$ cat src/rtl/sprite_pkg.sv
// Shared sprite constants and colour types for the pacman and ghost renderers.
// Holds the sprite box size, screen extents and the fixed palette colours.
// Types and constants only; no logic lives here.
package sprite_pkg;

  typedef logic [23:0] rgb_t;

  localparam int SPR_W     = 20;
  localparam int SPR_H     = 20;
  localparam int SPR_WORDS = SPR_W * SPR_H;
  localparam int SCREEN_W  = 640;
  localparam int SCREEN_H  = 480;

  localparam rgb_t TRANSPARENT = 24'h000000;
  localparam rgb_t FRIGHT_RGB  = 24'h2121DE;
  localparam rgb_t FLASH_RGB   = 24'hFFFFFF;

endpackage

$ cat src/rtl/ghost_sprite_renderer_if.sv
// Pixel-scan bundle between the VGA timing side and a sprite renderer.
// master: drives scan position, visibility and frame pulse; samples results.
// slave:  the renderer; returns valid/hit/colour three cycles after each pixel.
interface ghost_sprite_renderer_if;
  import sprite_pkg::*;

  logic       frame_start;
  logic [9:0] DrawX;
  logic [9:0] DrawY;
  logic       pix_valid;
  logic       out_valid;
  logic       ghost_hit;
  rgb_t       ghost_rgb;

  modport master (
    output frame_start, DrawX, DrawY, pix_valid,
    input  out_valid, ghost_hit, ghost_rgb
  );

  modport slave (
    input  frame_start, DrawX, DrawY, pix_valid,
    output out_valid, ghost_hit, ghost_rgb
  );

endinterface

$ cat src/rtl/sprite_box_addr.sv
// Combinational box test and sprite RAM address for one scan position.
// Ports: draw_x/draw_y scan position, org_x/org_y sprite top-left, en/pix_valid
// qualifiers; in_box flag and row-major addr (0 when outside the box).
module sprite_box_addr
  import sprite_pkg::*;
(
  input  logic [9:0] draw_x,
  input  logic [9:0] draw_y,
  input  logic [9:0] org_x,
  input  logic [9:0] org_y,
  input  logic       en,
  input  logic       pix_valid,
  output logic       in_box,
  output logic [8:0] addr
);

  // One extra bit so org+size never wraps for sprites near the right/bottom edge.
  logic [10:0] x11, y11, ox11, oy11;
  logic        in_x, in_y;
  logic [9:0]  dx, dy;

  assign x11  = {1'b0, draw_x};
  assign y11  = {1'b0, draw_y};
  assign ox11 = {1'b0, org_x};
  assign oy11 = {1'b0, org_y};

  assign in_x = (x11 >= ox11) && (x11 < ox11 + 11'(SPR_W));
  assign in_y = (y11 >= oy11) && (y11 < oy11 + 11'(SPR_H));

  assign in_box = en && pix_valid && in_x && in_y;

  // Offsets are only meaningful inside the box, where both are below 20.
  assign dx = draw_x - org_x;
  assign dy = draw_y - org_y;

  assign addr = in_box ? 9'((dy * 10'(SPR_W)) + dx) : 9'd0;

endmodule

$ cat src/rtl/ghost_sprite_renderer.sv
// Ghost sprite renderer: box test, sprite RAM read, transparency and fright recolour.
// Latency 3 cycles pixel-to-result, one pixel per cycle; no backpressure, never stalls.
// Ports: Clk/Reset_n, pix scan bundle (slave), live ghost state, RAM read port.
module ghost_sprite_renderer
  import sprite_pkg::rgb_t;
#(
  parameter int   FLASH_PERIOD = 8,
  parameter rgb_t TRANSPARENT  = sprite_pkg::TRANSPARENT,
  parameter rgb_t FRIGHT_RGB   = sprite_pkg::FRIGHT_RGB,
  parameter rgb_t FLASH_RGB    = sprite_pkg::FLASH_RGB
) (
  input  logic                    Clk,
  input  logic                    Reset_n,
  ghost_sprite_renderer_if.slave  pix,
  input  logic [9:0]              GhostX,
  input  logic [9:0]              GhostY,
  input  logic                    ghost_en,
  input  logic                    frightened,
  input  logic                    fright_ending,
  output logic [8:0]              read_address,
  input  rgb_t                    ram_data
);

  localparam int CW = (FLASH_PERIOD > 1) ? $clog2(FLASH_PERIOD) : 1;

  // Game state captured once per frame so the sprite never tears mid-scan.
  logic [9:0]    gx_l, gy_l;
  logic          en_l, fr_l, fe_l;

  logic [CW-1:0] flash_cnt;
  logic          flash_phase;

  logic          in_box;
  logic [8:0]    addr_c;

  logic          v1, h1;
  logic          v2, h2;

  logic          hit_c;
  rgb_t          rgb_c;

  logic          out_valid_q, ghost_hit_q;
  rgb_t          ghost_rgb_q;

  sprite_box_addr u_box (
    .draw_x    (pix.DrawX),
    .draw_y    (pix.DrawY),
    .org_x     (gx_l),
    .org_y     (gy_l),
    .en        (en_l),
    .pix_valid (pix.pix_valid),
    .in_box    (in_box),
    .addr      (addr_c)
  );

  always_ff @(posedge Clk or negedge Reset_n) begin
    if (!Reset_n) begin
      gx_l <= '0;
      gy_l <= '0;
      en_l <= 1'b0;
      fr_l <= 1'b0;
      fe_l <= 1'b0;
    end else if (pix.frame_start) begin
      gx_l <= GhostX;
      gy_l <= GhostY;
      en_l <= ghost_en;
      fr_l <= frightened;
      fe_l <= fright_ending;
    end
  end

  // Counts frames while the latched ending flag is set; the phase flips
  // every FLASH_PERIOD frames. Uses the pre-update latch, so the frame that
  // first latches fright_ending starts a full half-period of solid blue.
  always_ff @(posedge Clk or negedge Reset_n) begin
    if (!Reset_n) begin
      flash_cnt   <= '0;
      flash_phase <= 1'b0;
    end else if (!fe_l) begin
      flash_cnt   <= '0;
      flash_phase <= 1'b0;
    end else if (pix.frame_start) begin
      if (flash_cnt == CW'(FLASH_PERIOD - 1)) begin
        flash_cnt   <= '0;
        flash_phase <= ~flash_phase;
      end else begin
        flash_cnt <= flash_cnt + 1'b1;
      end
    end
  end

  // Stage 1 registers the RAM address; stage 2 tracks the pixel while the
  // RAM's own output register holds its data, so ram_data lines up with h2.
  always_ff @(posedge Clk or negedge Reset_n) begin
    if (!Reset_n) begin
      read_address <= '0;
      v1           <= 1'b0;
      h1           <= 1'b0;
      v2           <= 1'b0;
      h2           <= 1'b0;
    end else begin
      read_address <= addr_c;
      v1           <= pix.pix_valid;
      h1           <= in_box;
      v2           <= v1;
      h2           <= h1;
    end
  end

  always_comb begin
    hit_c = h2 && (ram_data != TRANSPARENT);
    rgb_c = '0;
    if (hit_c) begin
      if (!fr_l)            rgb_c = ram_data;
      else if (flash_phase) rgb_c = FLASH_RGB;
      else                  rgb_c = FRIGHT_RGB;
    end
  end

  always_ff @(posedge Clk or negedge Reset_n) begin
    if (!Reset_n) begin
      out_valid_q <= 1'b0;
      ghost_hit_q <= 1'b0;
      ghost_rgb_q <= '0;
    end else begin
      out_valid_q <= v2;
      ghost_hit_q <= hit_c;
      ghost_rgb_q <= rgb_c;
    end
  end

  assign pix.out_valid = out_valid_q;
  assign pix.ghost_hit = ghost_hit_q;
  assign pix.ghost_rgb = ghost_rgb_q;

endmodule

$ cat src/flat_wrapper.sv
// flat-port wrapper written by rule: the top's interface ports become plain ports
module ghost_sprite_renderer_flat import sprite_pkg::rgb_t;
#(
  parameter int   FLASH_PERIOD = 8,
  parameter rgb_t TRANSPARENT  = sprite_pkg::TRANSPARENT,
  parameter rgb_t FRIGHT_RGB   = sprite_pkg::FRIGHT_RGB,
  parameter rgb_t FLASH_RGB    = sprite_pkg::FLASH_RGB
)
  (Clk, Reset_n, GhostX, GhostY, ghost_en, frightened, fright_ending, read_address, ram_data, pix_frame_start, pix_DrawX, pix_DrawY, pix_pix_valid, pix_out_valid, pix_ghost_hit, pix_ghost_rgb);
  ghost_sprite_renderer_if pix_i ();
  input  logic Clk;
  input  logic Reset_n;
  input  logic [9:0] GhostX;
  input  logic [9:0] GhostY;
  input  logic ghost_en;
  input  logic frightened;
  input  logic fright_ending;
  output logic [8:0] read_address;
  input  rgb_t ram_data;
  input wire logic [$bits(pix_i.frame_start)-1:0] pix_frame_start;
  input wire logic [$bits(pix_i.DrawX)-1:0] pix_DrawX;
  input wire logic [$bits(pix_i.DrawY)-1:0] pix_DrawY;
  input wire logic [$bits(pix_i.pix_valid)-1:0] pix_pix_valid;
  output wire logic [$bits(pix_i.out_valid)-1:0] pix_out_valid;
  output wire logic [$bits(pix_i.ghost_hit)-1:0] pix_ghost_hit;
  output wire logic [$bits(pix_i.ghost_rgb)-1:0] pix_ghost_rgb;
  assign pix_i.frame_start = pix_frame_start;
  assign pix_i.DrawX = pix_DrawX;
  assign pix_i.DrawY = pix_DrawY;
  assign pix_i.pix_valid = pix_pix_valid;
  assign pix_out_valid = pix_i.out_valid;
  assign pix_ghost_hit = pix_i.ghost_hit;
  assign pix_ghost_rgb = pix_i.ghost_rgb;
  ghost_sprite_renderer #(.FLASH_PERIOD(FLASH_PERIOD), .TRANSPARENT(TRANSPARENT), .FRIGHT_RGB(FRIGHT_RGB), .FLASH_RGB(FLASH_RGB)) u_core (.Clk(Clk), .Reset_n(Reset_n), .pix(pix_i), .GhostX(GhostX), .GhostY(GhostY), .ghost_en(ghost_en), .frightened(frightened), .fright_ending(fright_ending), .read_address(read_address), .ram_data(ram_data));
endmodule
$ cat config.mk
export PLATFORM = sky130hd
export DESIGN_NAME = ghost_sprite_renderer_flat
export DESIGN_NICKNAME = d
export VERILOG_FILES = /design/src/rtl/sprite_pkg.sv /design/src/rtl/ghost_sprite_renderer_if.sv /design/src/rtl/sprite_box_addr.sv /design/src/rtl/ghost_sprite_renderer.sv /design/src/flat_wrapper.sv
export SDC_FILE = /design/constraint.sdc
export NUM_CORES = 1
export LEC_CHECK = 0
export CAP_MARGIN = 10
export CORE_MARGIN = 4
export CORE_UTILIZATION = 40
export DETAILED_ROUTE_END_ITERATION = 6
export PLACE_DENSITY = 0.67
export SLEW_MARGIN = 40
export SYNTH_ARGS = -nofsm -noshare
export SYNTH_HDL_FRONTEND = slang
export SYNTH_HIERARCHICAL = 1
export SYNTH_SLANG_ARGS = --single-unit
$ cat constraint.sdc
create_clock -name Clk -period 4.1 [get_ports Clk]
set_input_delay 0.82 -clock Clk [delete_from_list [all_inputs] [get_ports Clk]]
set_output_delay 0.82 -clock Clk [all_outputs]
set_load 0.01 [all_outputs]
Word-level counts from Yosys, hierarchy flattened
Cells that the tools add are included.

Register bits after elaboration: 66. Output and inout port bits: 35. Logic and storage cells: 48.

Add/subtract/negate cells: 6. Multiply operators: 1. Magnitude comparators: 4. Eq/ne operators: 3. Multiplexer cells: 10. Bitwise operators: 1. Reduce and logical (&&, ||, !) cells: 8.

Operator list (number): 24-bit 2-to-1 mux (3); 24-bit nonzero test (1); 10-bit by 5-bit adder with 11-bit output, second input constant (2); 10-bit by 11-bit less-than comparator with 1-bit output (2); 10-bit greater-or-equal comparator (2); 10-bit by 3-bit multiplier with 7-bit output, second input constant (1); 10-bit subtractor (1); 9-bit adder (1); 3-bit 2-to-1 mux (3); 9-bit 2-to-1 mux (1); 9-bit subtractor (1); 1-bit logical AND (6); 2-bit != test, second input constant (2); 3-bit by 1-bit adder with 3-bit output, second input constant (1); 3-bit == test, second input constant (1); 1-bit 2-to-1 mux (3); 2-bit AND reduction (1); 1-bit NOT (1).

Depth between registers and ports, before layout
Gate-level depths: netlist of run 1.

Depth in word-level cells: 6. Depth in mapped cells: 18. Gate-level depth less buffers: 18.

Cells and area by module
Netlist of run 1, hierarchy kept.

By module, submodules not included: ghost_sprite_renderer (instances 1, cells each 186, area an instance 2491.1 um^2, sequential area each 1651.6 um^2); sprite_box_addr (instances 1, cells each 222, area an instance 1873.0 um^2, sequential area each 0.0 um^2).

Worst setup path before layout of run 1
OpenSTA, ideal clock, no wires.

Path kind: input to register. From: input pix_DrawY[0]. To: register u_core.read_address[8]. Data arrival time: 4072 ps. Setup slack: -113 ps. Cell stages on the path: 16. Path through: inv_1 > ha_1 > inv_1 > fa_1 > nand3_1 > nand2_1 > xor2_1 > ha_1 > fa_1 > xor2_1 > fa_1 > ha_1 > nor4_1 > nor3_1 > xnor3_1 > nor3_2.

Cells in the longest elaborated chain, start to end: 4.

RTL lines: from (decl) (line flat_wrapper.sv:22) `input wire logic [$bits(pix_i.DrawY)-1:0] pix_DrawY;`; 10-bit subtractor, or another cell as far along (line sprite_box_addr.sv:34) `assign dy = draw_y - org_y;`; 10-bit by 3-bit multiplier with 7-bit output or 1-bit logical AND (tied branches) (line sprite_box_addr.sv:36, sprite_box_addr.sv:28); 9-bit adder or 1-bit logical AND (tied branches) (line sprite_box_addr.sv:36, sprite_box_addr.sv:30); 9-bit 2-to-1 mux * (line sprite_box_addr.sv:36) `assign addr = in_box ? 9'((dy * 10'(SPR_W)) + dx) : 9'd0;`; net u_core.addr_c[8] (line ghost_sprite_renderer.sv:34) `logic [8:0] addr_c;`; to (signal assigned) (line ghost_sprite_renderer.sv:102) `read_address <= addr_c;`; to (decl) (line ghost_sprite_renderer.sv:20) `output logic [8:0] read_address,`.

Mark *: on every way through the listed nets, which the timed path passes. The rest lies on a longest branch. A chain may end at the register's enable or synchronous reset.

Worst setup path in the final report of run 1
From: input pix_DrawY[4]. To: register u_core.read_address[8].

The elaborated chain is that of the path after synthesis.

==> results of run 1 <==
[final timing paths]
check                                                 from  depth (start not counted)  slack, ps                                to
worst max-delay path                          pix_DrawY[4]                         14        120  u_core/read_address[8]$_DFF_PN0_
worst min-delay path                   u_core/v2$_DFF_PN0_                          0        350    u_core/pix.out_valid$_DFF_PN0_
worst max register to register  u_core/gy_l[1]$_DFFE_PN0P_                         16        280  u_core/read_address[8]$_DFF_PN0_
worst min register to register         u_core/v2$_DFF_PN0_                          0        350    u_core/pix.out_valid$_DFF_PN0_
max in group asynchronous                          Reset_n                          2       2880   u_core/flash_cnt[2]$_DFFE_PN0P_
min in group asynchronous                          Reset_n                          1        420               u_core/h1$_DFF_PN0_
[layout make-up]
cell class | instances | area [um2] | share of cell area
repair buffers | 131 | 1230 | 0.201
clock inverters | 5 | 56.3 | 0.00918
well taps | 136 | 170 | 0.0277
clock buffers | 10 | 128 | 0.0208
flip-flops and latches | 66 | 1650 | 0.269
multi-input cells | 292 | 2760 | 0.450
inverters | 37 | 139 | 0.0226
[state kept, by name, summed over array words and instances (netlist names), 3 cells and up]
| register | cells |
|---|---|
| u_core/flash_cnt | 3 |
| u_core/gx_l | 10 |
| u_core/gy_l | 10 |
| u_core/pix.ghost_rgb | 24 |
| u_core/read_address | 9 |
[power groups by stage]
stage                     Combinational (uW)  Clock, uW  Sequential [uW]
after floorplan                          828          0              728
after global placement                  1160          0              735
after detailed placement                1210          0              736
after CTS                               1490        552              723
after global routing                    1720        578              729
final                                   1580        530              722
[kinds of logic after synthesis]
kind of cell               Yosys count
AOI/OAI and AO/OA                  103
xor gates and xnor gates            26
adders and majority gates           64
buffers and inverters               50
DFF                                 66
muxes                               26
and+or+nand+nor                     73
[through the flow]
stage	hold WS, ps	std cells
finish	354	677
global placement	332	654
floorplan	331	408
CTS	353	676
detailed placement	337	654
global route	369	677
[synth_stat cells (all sizes together)]
| cell type | count | area [um2] |
|---|---|---|
| dfrtp | 66 | 1650 |
| ha | 54 | 676 |
| a21oi | 38 | 198 |
| inv | 37 | 139 |
| o21ai | 33 | 165 |
| mux2 | 23 | 259 |
| nor2b | 19 | 119 |
| xnor2 | 19 | 174 |
| nor2 | 11 | 48.8 |
| nor4 | 11 | 87.6 |
| a21o | 10 | 75.1 |
| fa | 10 | 200 |
| nor3 | 10 | 60.1 |
| buf | 8 | 52.6 |
| nand2 | 7 | 26.3 |
| nand3 | 6 | 30.0 |
| xor2 | 6 | 52.6 |
| clkbuf | 5 | 18.8 |
| o2111ai | 4 | 47.6 |
| a21boi | 3 | 22.5 |
| mux2i | 3 | 30.0 |
| o21bai | 3 | 22.5 |
| a31oi | 2 | 12.5 |
| and2 | 2 | 12.5 |
| nand4 | 2 | 12.5 |
| nor3b | 2 | 15.0 |
| or4 | 2 | 22.5 |
| a2111o | 1 | 11.3 |
| a2111oi | 1 | 15.0 |
| a211o | 1 | 8.76 |
| a221oi | 1 | 8.76 |
| a22oi | 1 | 7.51 |
| and4 | 1 | 8.76 |
| o211ai | 1 | 7.51 |
| o21a | 1 | 7.51 |
| o221ai | 1 | 15.0 |
| o31ai | 1 | 12.5 |
| o32ai | 1 | 8.76 |
| xnor3 | 1 | 22.5 |
[worst max-delay path, cell delays in order]
cell and delay, ps:
clkdlybuf4s50_1 460, ha_1 440, a21oi_2 210, xnor2_1 140, ha_1 280, ha_4 270, xor2_2 150, fa_2 350
xnor2_2 150, xnor2_1 140, xnor2_1 250, xnor2_2 160, xnor3_1 340, nor3_2 100
[what timing repair did]
item / 4_1_cts / 5_1_grt
hold endpoints to repair: 0 / 0
hold buffers: 0 / 0
pin swaps: 26 / 18
gates resized for setup: 24 / 14
setup endpoints to repair: 2 / 2
buffers inserted: 7 / 1
[layer usage]
| layer | vias up | GRT usage | part of all wire |
|---|---|---|---|
| met5 | - | 0 | 0 |
| met4 | 0 | 0.0713 | 0.028 |
| met3 | 24 | 0.0388 | 0.071 |
| met2 | 126 | 0.267 | 0.47 |
| met1 | 1655 | 0.208 | 0.43 |
| li1 | 1701 | - | - |
==> run summary, run 1 <==
post-synthesis mux area share: 0.0662
Fin Setup TNS: 0 ps
routability cong.: 0.875
NetSw: 989 uW
first-pass GRT wire length: 17000 um
Worst Setup End Kind: register
io pins: 106
final core occ: 0.586
H-tree lvl count: 3
Worst-Skew Late Latency: 340 ps
worst vdd ir: 0.000273 V
Pwr Total: 2830 uW
initial core utilization: 0.417
clock share of power: 0.187
sequential share of the synthesized area: 0.378
Seq cells post-synth: 66
Ys Warns: 6
Relative slew margins: 0.544
Worst Path Required: 4370 ps
antenna violations before repair: 0
GR Util All Layers: 0.164
Synth Cell Area: 4360 um2
CTS tree: done
Synth Area in Adders: 0.201
startpoint types: primary input
Comb pwr share: 0.558
Post-Synth Simple-Gate Area: 0.101
DPL Wire Length: 7900 um
CTS buffer count: 9
fin crit period: 3980 ps
CTS max path bufs: 2
sw frac: 0.349
initial drt markers: 88
most common cell after layout, fill and taps aside: clkdlybuf4s50_1
std cell rows: 37
die height: 112 um
Setup WS pre-CTS: -625 ps
largest family of logic cells by synthesized area: adder cells
fin nets: 672
Core Box Area: 10500 um2
diode count: 0
Final Worst Setup Slack: 117 ps
post-route cell area: 6130 um2
die area: 12600 um2
FILL cells: 901
DP Area: 5670 um2
via count: 3506
CP Class: primary input to register
die width: 112 um
# port buffers: 105
Min-Delay Path Class: register to register
crit path max fanout: 5
RSZ-0062 raised after global routing: no
clk root buf: clkbuf_8
Pre-antenna DRT Iters: 4
syn avg cell area: 10.7 um2
Compound-Gate Fraction of Synth Area: 0.148
fin. max-slew vios: 0
Seq pwr share: 0.255
Detail Route Antenna Nets: 0
synthesis-to-layout area growth: 40.5%
P_int: 1840 uW
xor/xnor share of the synthesized area: 0.0571
Detailed Route WL: 10300 um
DR DRC count: 0
cell leakage power: 0.00271 uW
fmax: 251 MHz
clk slew on worst S/H paths: 80 ps
Hold Vio Cnt, Final: 0
post-synthesis cell count: 408
largest net degree at the start of global routing: 37
crit path DAT: 4250 ps
most frequent cells in the layout: clkdlybuf4s50_1, dfrtp_1, ha_1
Max Cap Viol: 0
syn nets: 543
outcome: complete, no violations
Vias/cell: 5.18
pwr dens: 462 nW/um2
clk_skew: 10.9 ps
Worst Max-Slew Pin Slew: 683 ps
fraction of layout cells with a size suffix above 1: 0.209
GR Overflow Total: 0
endpoints failing setup: 0
clock sink total: 66
Netlist cell types: 49
Routed WL per cell: 15.2 um
vias in the first global route: 3605
Final period util: 0.972
No activity file was read; power rests on OpenSTA's default activity.
==> inputs of run 2 (changes only) <==
- CORE_ASPECT_RATIO: unset -> 1.5
==> run 2 against run 1 <==
  * Cell area up 1.4%
  * Clock-buffer cell count did not move
  * Fmax grew 0.15%
  * Core utilization fell by 0.19 points
  * Clock power up 38%
  * Critical path depth up 2
  * Die area rose by 0.27%
  * Wire length increased by 2.4%
  * Register-to-register slack lost 70 ps
  * Worst hold slack got worse by 6.6 ps
  * Flip-flop and latch count unchanged
  * Critical path type unchanged
==> run summary, run 2 (same netlist as run 1, synthesis figures left out) <==
outcome: complete, no violations (unchanged)
fin cells: 685 (was 677)
cell leakage power: 0.00275 uW (was 0.00271 uW)
DPL Wire Length: 8220 um (was 7900 um)
Min-Delay Path Class: register to register (unchanged)
worst-path cell chain: buf_8 > ha_4 > a21o_1 > a21oi_2 > xnor2_2 > ha_1 > ha_2 > fa_2 > xor2_2 > fa_2 > xnor2_2 > xnor2_1 > xnor2_1 > xnor2_2 > xnor3_1 > nor3_2 (was clkdlybuf4s50_1 > ha_1 > a21oi_2 > xnor2_1 > ha_1 > ha_4 > xor2_2 > fa_2 > xnor2_2 > xnor2_1 > xnor2_1 > xnor2_2 > xnor3_1 > nor3_2)
routability cong.: 0.842 (was 0.875)
first-pass GRT wire length: 17000 um (about the same)
clk slew on worst S/H paths: 50 ps (was 80 ps)
diode count: 0 (unchanged)
# port buffers: 105 (unchanged)
synthesis-to-layout area growth: 42.6% (was 40.5%)
fin crit period: 3980 ps (about the same)
RSZ-0062 raised after global routing: yes (was no)
std cell rows: 46 (was 37)
Vias/cell: 5.12 (was 5.18)
clock sink total: 66 (unchanged)
reg2reg setup slack: 210 ps (was 280 ps)
fin. max-slew vios: 0 (unchanged)
endpoints failing setup: 0 (unchanged)
Worst Path Required: 4340 ps (was 4370 ps)
initial drt markers: 101 (was 88)
fmax: 251 MHz (about the same)
Post-Place Cells: 665 (was 654)
CP Class: primary input to register (unchanged)
hold path start: u_core/v2$_DFF_PN0_ (unchanged)
startpoint types: primary input (unchanged)
flip-flop count of the largest register after layout: 24 (unchanged)
Setup WS pre-CTS: -596 ps (was -625 ps)
Hold Vio Cnt, Final: 0 (unchanged)
Hold EP: u_core/pix.out_valid$_DFF_PN0_ (unchanged)
clk_skew: 8.66 ps (was 10.9 ps)
Max Cap Viol: 0 (unchanged)
Worst Max-Slew Pin Slew: 762 ps (was 683 ps)
Pwr Total: 2990 uW (was 2830 uW)
r2r startpoint: u_core/gy_l[1]$_DFFE_PN0P_ (unchanged)
io pins: 106 (unchanged)
Final period util: 0.970 (was 0.972)
die height: 136 um (was 112 um)
die area: 12700 um2 (was 12600 um2)
Final Worst Setup Slack: 123 ps (was 117 ps)
clk root buf: clkbuf_16 (was clkbuf_8)
CTS max path bufs: 2 (unchanged)
H-tree lvl count: 3 (unchanged)
die width: 93.3 um (was 112 um)
fraction of layout cells with a size suffix above 1: 0.213 (was 0.209)
crit path max fanout: 2 (was 5)
Relative slew margins: 0.492 (was 0.544)
Worst-Skew Late Latency: 330 ps (was 340 ps)
Routed WL per cell: 15.4 um (was 15.2 um)
Slowest cell on crit path: fa_2 (was clkdlybuf4s50_1)
Core Box Area: 10600 um2 (was 10500 um2)
Worst Setup End Kind: register (unchanged)
crit path DAT: 4220 ps (was 4250 ps)
most common cell after layout, fill and taps aside: clkdlybuf4s50_1 (unchanged)
FF-to-FF End: u_core/read_address[8]$_DFF_PN0_ (unchanged)
Pre-antenna DRT Iters: 4 (unchanged)
Detail Route Antenna Nets: 0 (unchanged)
most frequent cells in the layout: clkdlybuf4s50_1, dfrtp_1, ha_1 (unchanged)
fin nets: 672 (unchanged)
vias in the first global route: 3589 (was 3605)
Detailed Route WL: 10600 um (was 10300 um)
pwr dens: 481 nW/um2 (was 462 nW/um2)
worst r2r path cells: 16 (unchanged)
worst vdd ir: 0.000225 V (was 0.000273 V)
CTS tree: done (unchanged)
largest net degree at the start of global routing: 47 (was 37)
initial core utilization: 0.410 (was 0.417)
slowest cell delay on critical path: 400 ps (was 460 ps)
via count: 3504 (was 3506)
antenna violations before repair: 0 (unchanged)
Crit path top cell by count: xnor2_2 (was xnor2_1)
Hold Path Stages: 0 (unchanged)
CTS buffer count: 9 (unchanged)
GR Overflow Total: 0 (unchanged)
GR Util All Layers: 0.172 (was 0.164)
DR DRC count: 0 (unchanged)
run 2: cell types whose count changed in the layout (fill, tap and decap cells not counted), moves of 2 or more:
| cell | previous run | this run |
|---|---|---|
| clkbuf_2 | 2 | 0 |
| clkbuf_16 | 0 | 9 |
| ha_2 | 1 | 3 |
| buf_4 | 27 | 25 |
| buf_6 | 0 | 2 |
| ha_4 | 10 | 8 |
| clkbuf_8 | 9 | 0 |
run 2: layer usage:
layer | global-route usage | vias to the layer above | share of wire
met5 | 0 | - | 0
met4 | 0.0587 | 0 | 0.019
met3 | 0.0742 | 16 | 0.093
met2 | 0.308 | 99 | 0.53
met1 | 0.179 | 1681 | 0.36
li1 | - | 1708 | -
run 2: layout make-up:
| cell class | count | area, um2 |
|---|---|---|
| fill | 925 | 4430 |
| multi-input combinational | 292 | 2720 |
| sequential | 66 | 1650 |
| timing repair buffer | 131 | 1250 |
| clock buffer | 10 | 229 |
| tap | 144 | 180 |
| inverter | 37 | 141 |
| clock inverter | 5 | 56.3 |
run 2: worst max-delay path: cells and delay by family:
| kind | cells | cell delay, ps |
|---|---|---|
| adder cells (fa/ha/maj) | 5 | 1440 |
| AND/OR/NAND/NOR | 1 | 100 |
| AO/OA/AOI/OAI | 2 | 400 |
| buffers and inverters | 1 | 100 |
| XOR/XNOR | 7 | 1350 |
run 2: worst max path at each step:
stage                 start                               end  slack [ps]
3_3_place_gp   pix_DrawY[0]  u_core/read_address[8]$_DFF_PN0_        -520
6_report       pix_DrawY[1]  u_core/read_address[8]$_DFF_PN0_         120
5_1_grt        pix_DrawY[1]  u_core/read_address[8]$_DFF_PN0_         -40
2_1_floorplan  pix_DrawY[1]  u_core/read_address[8]$_DFF_PN0_           4
3_5_place_dp   pix_DrawY[0]  u_core/read_address[8]$_DFF_PN0_        -600
4_1_cts        pix_DrawY[1]  u_core/read_address[8]$_DFF_PN0_          30
run 2: metrics by stage:
step	hold slack [ps]	util	instance area, um2	setup TNS [ps]
final	347	0.584	6220	0
after floorplan	331	-	4390	0
after detailed placement	337	0.535	5700	-1420
after CTS	349	0.574	6110	0
after global routing	353	0.584	6220	-41.7
after global placement	337	0.535	5700	-1200
run 2: where the power goes:
part	internal, uW	switching, uW	total [uW]	leakage (uW)
clock	465	267	732	0.000138
sequential	688	35.9	724	0.000860
combinational	845	692	1540	0.00176
run 2: timing repair:
item / CTS / global route
gates resized for setup: 24 / 18
hold buffers: 0 / 0
endpoints found under the hold margin: 0 / 0
setup buffers: 2 / 3
endpoints found under the setup margin: 2 / 1
pin swaps: 24 / 21
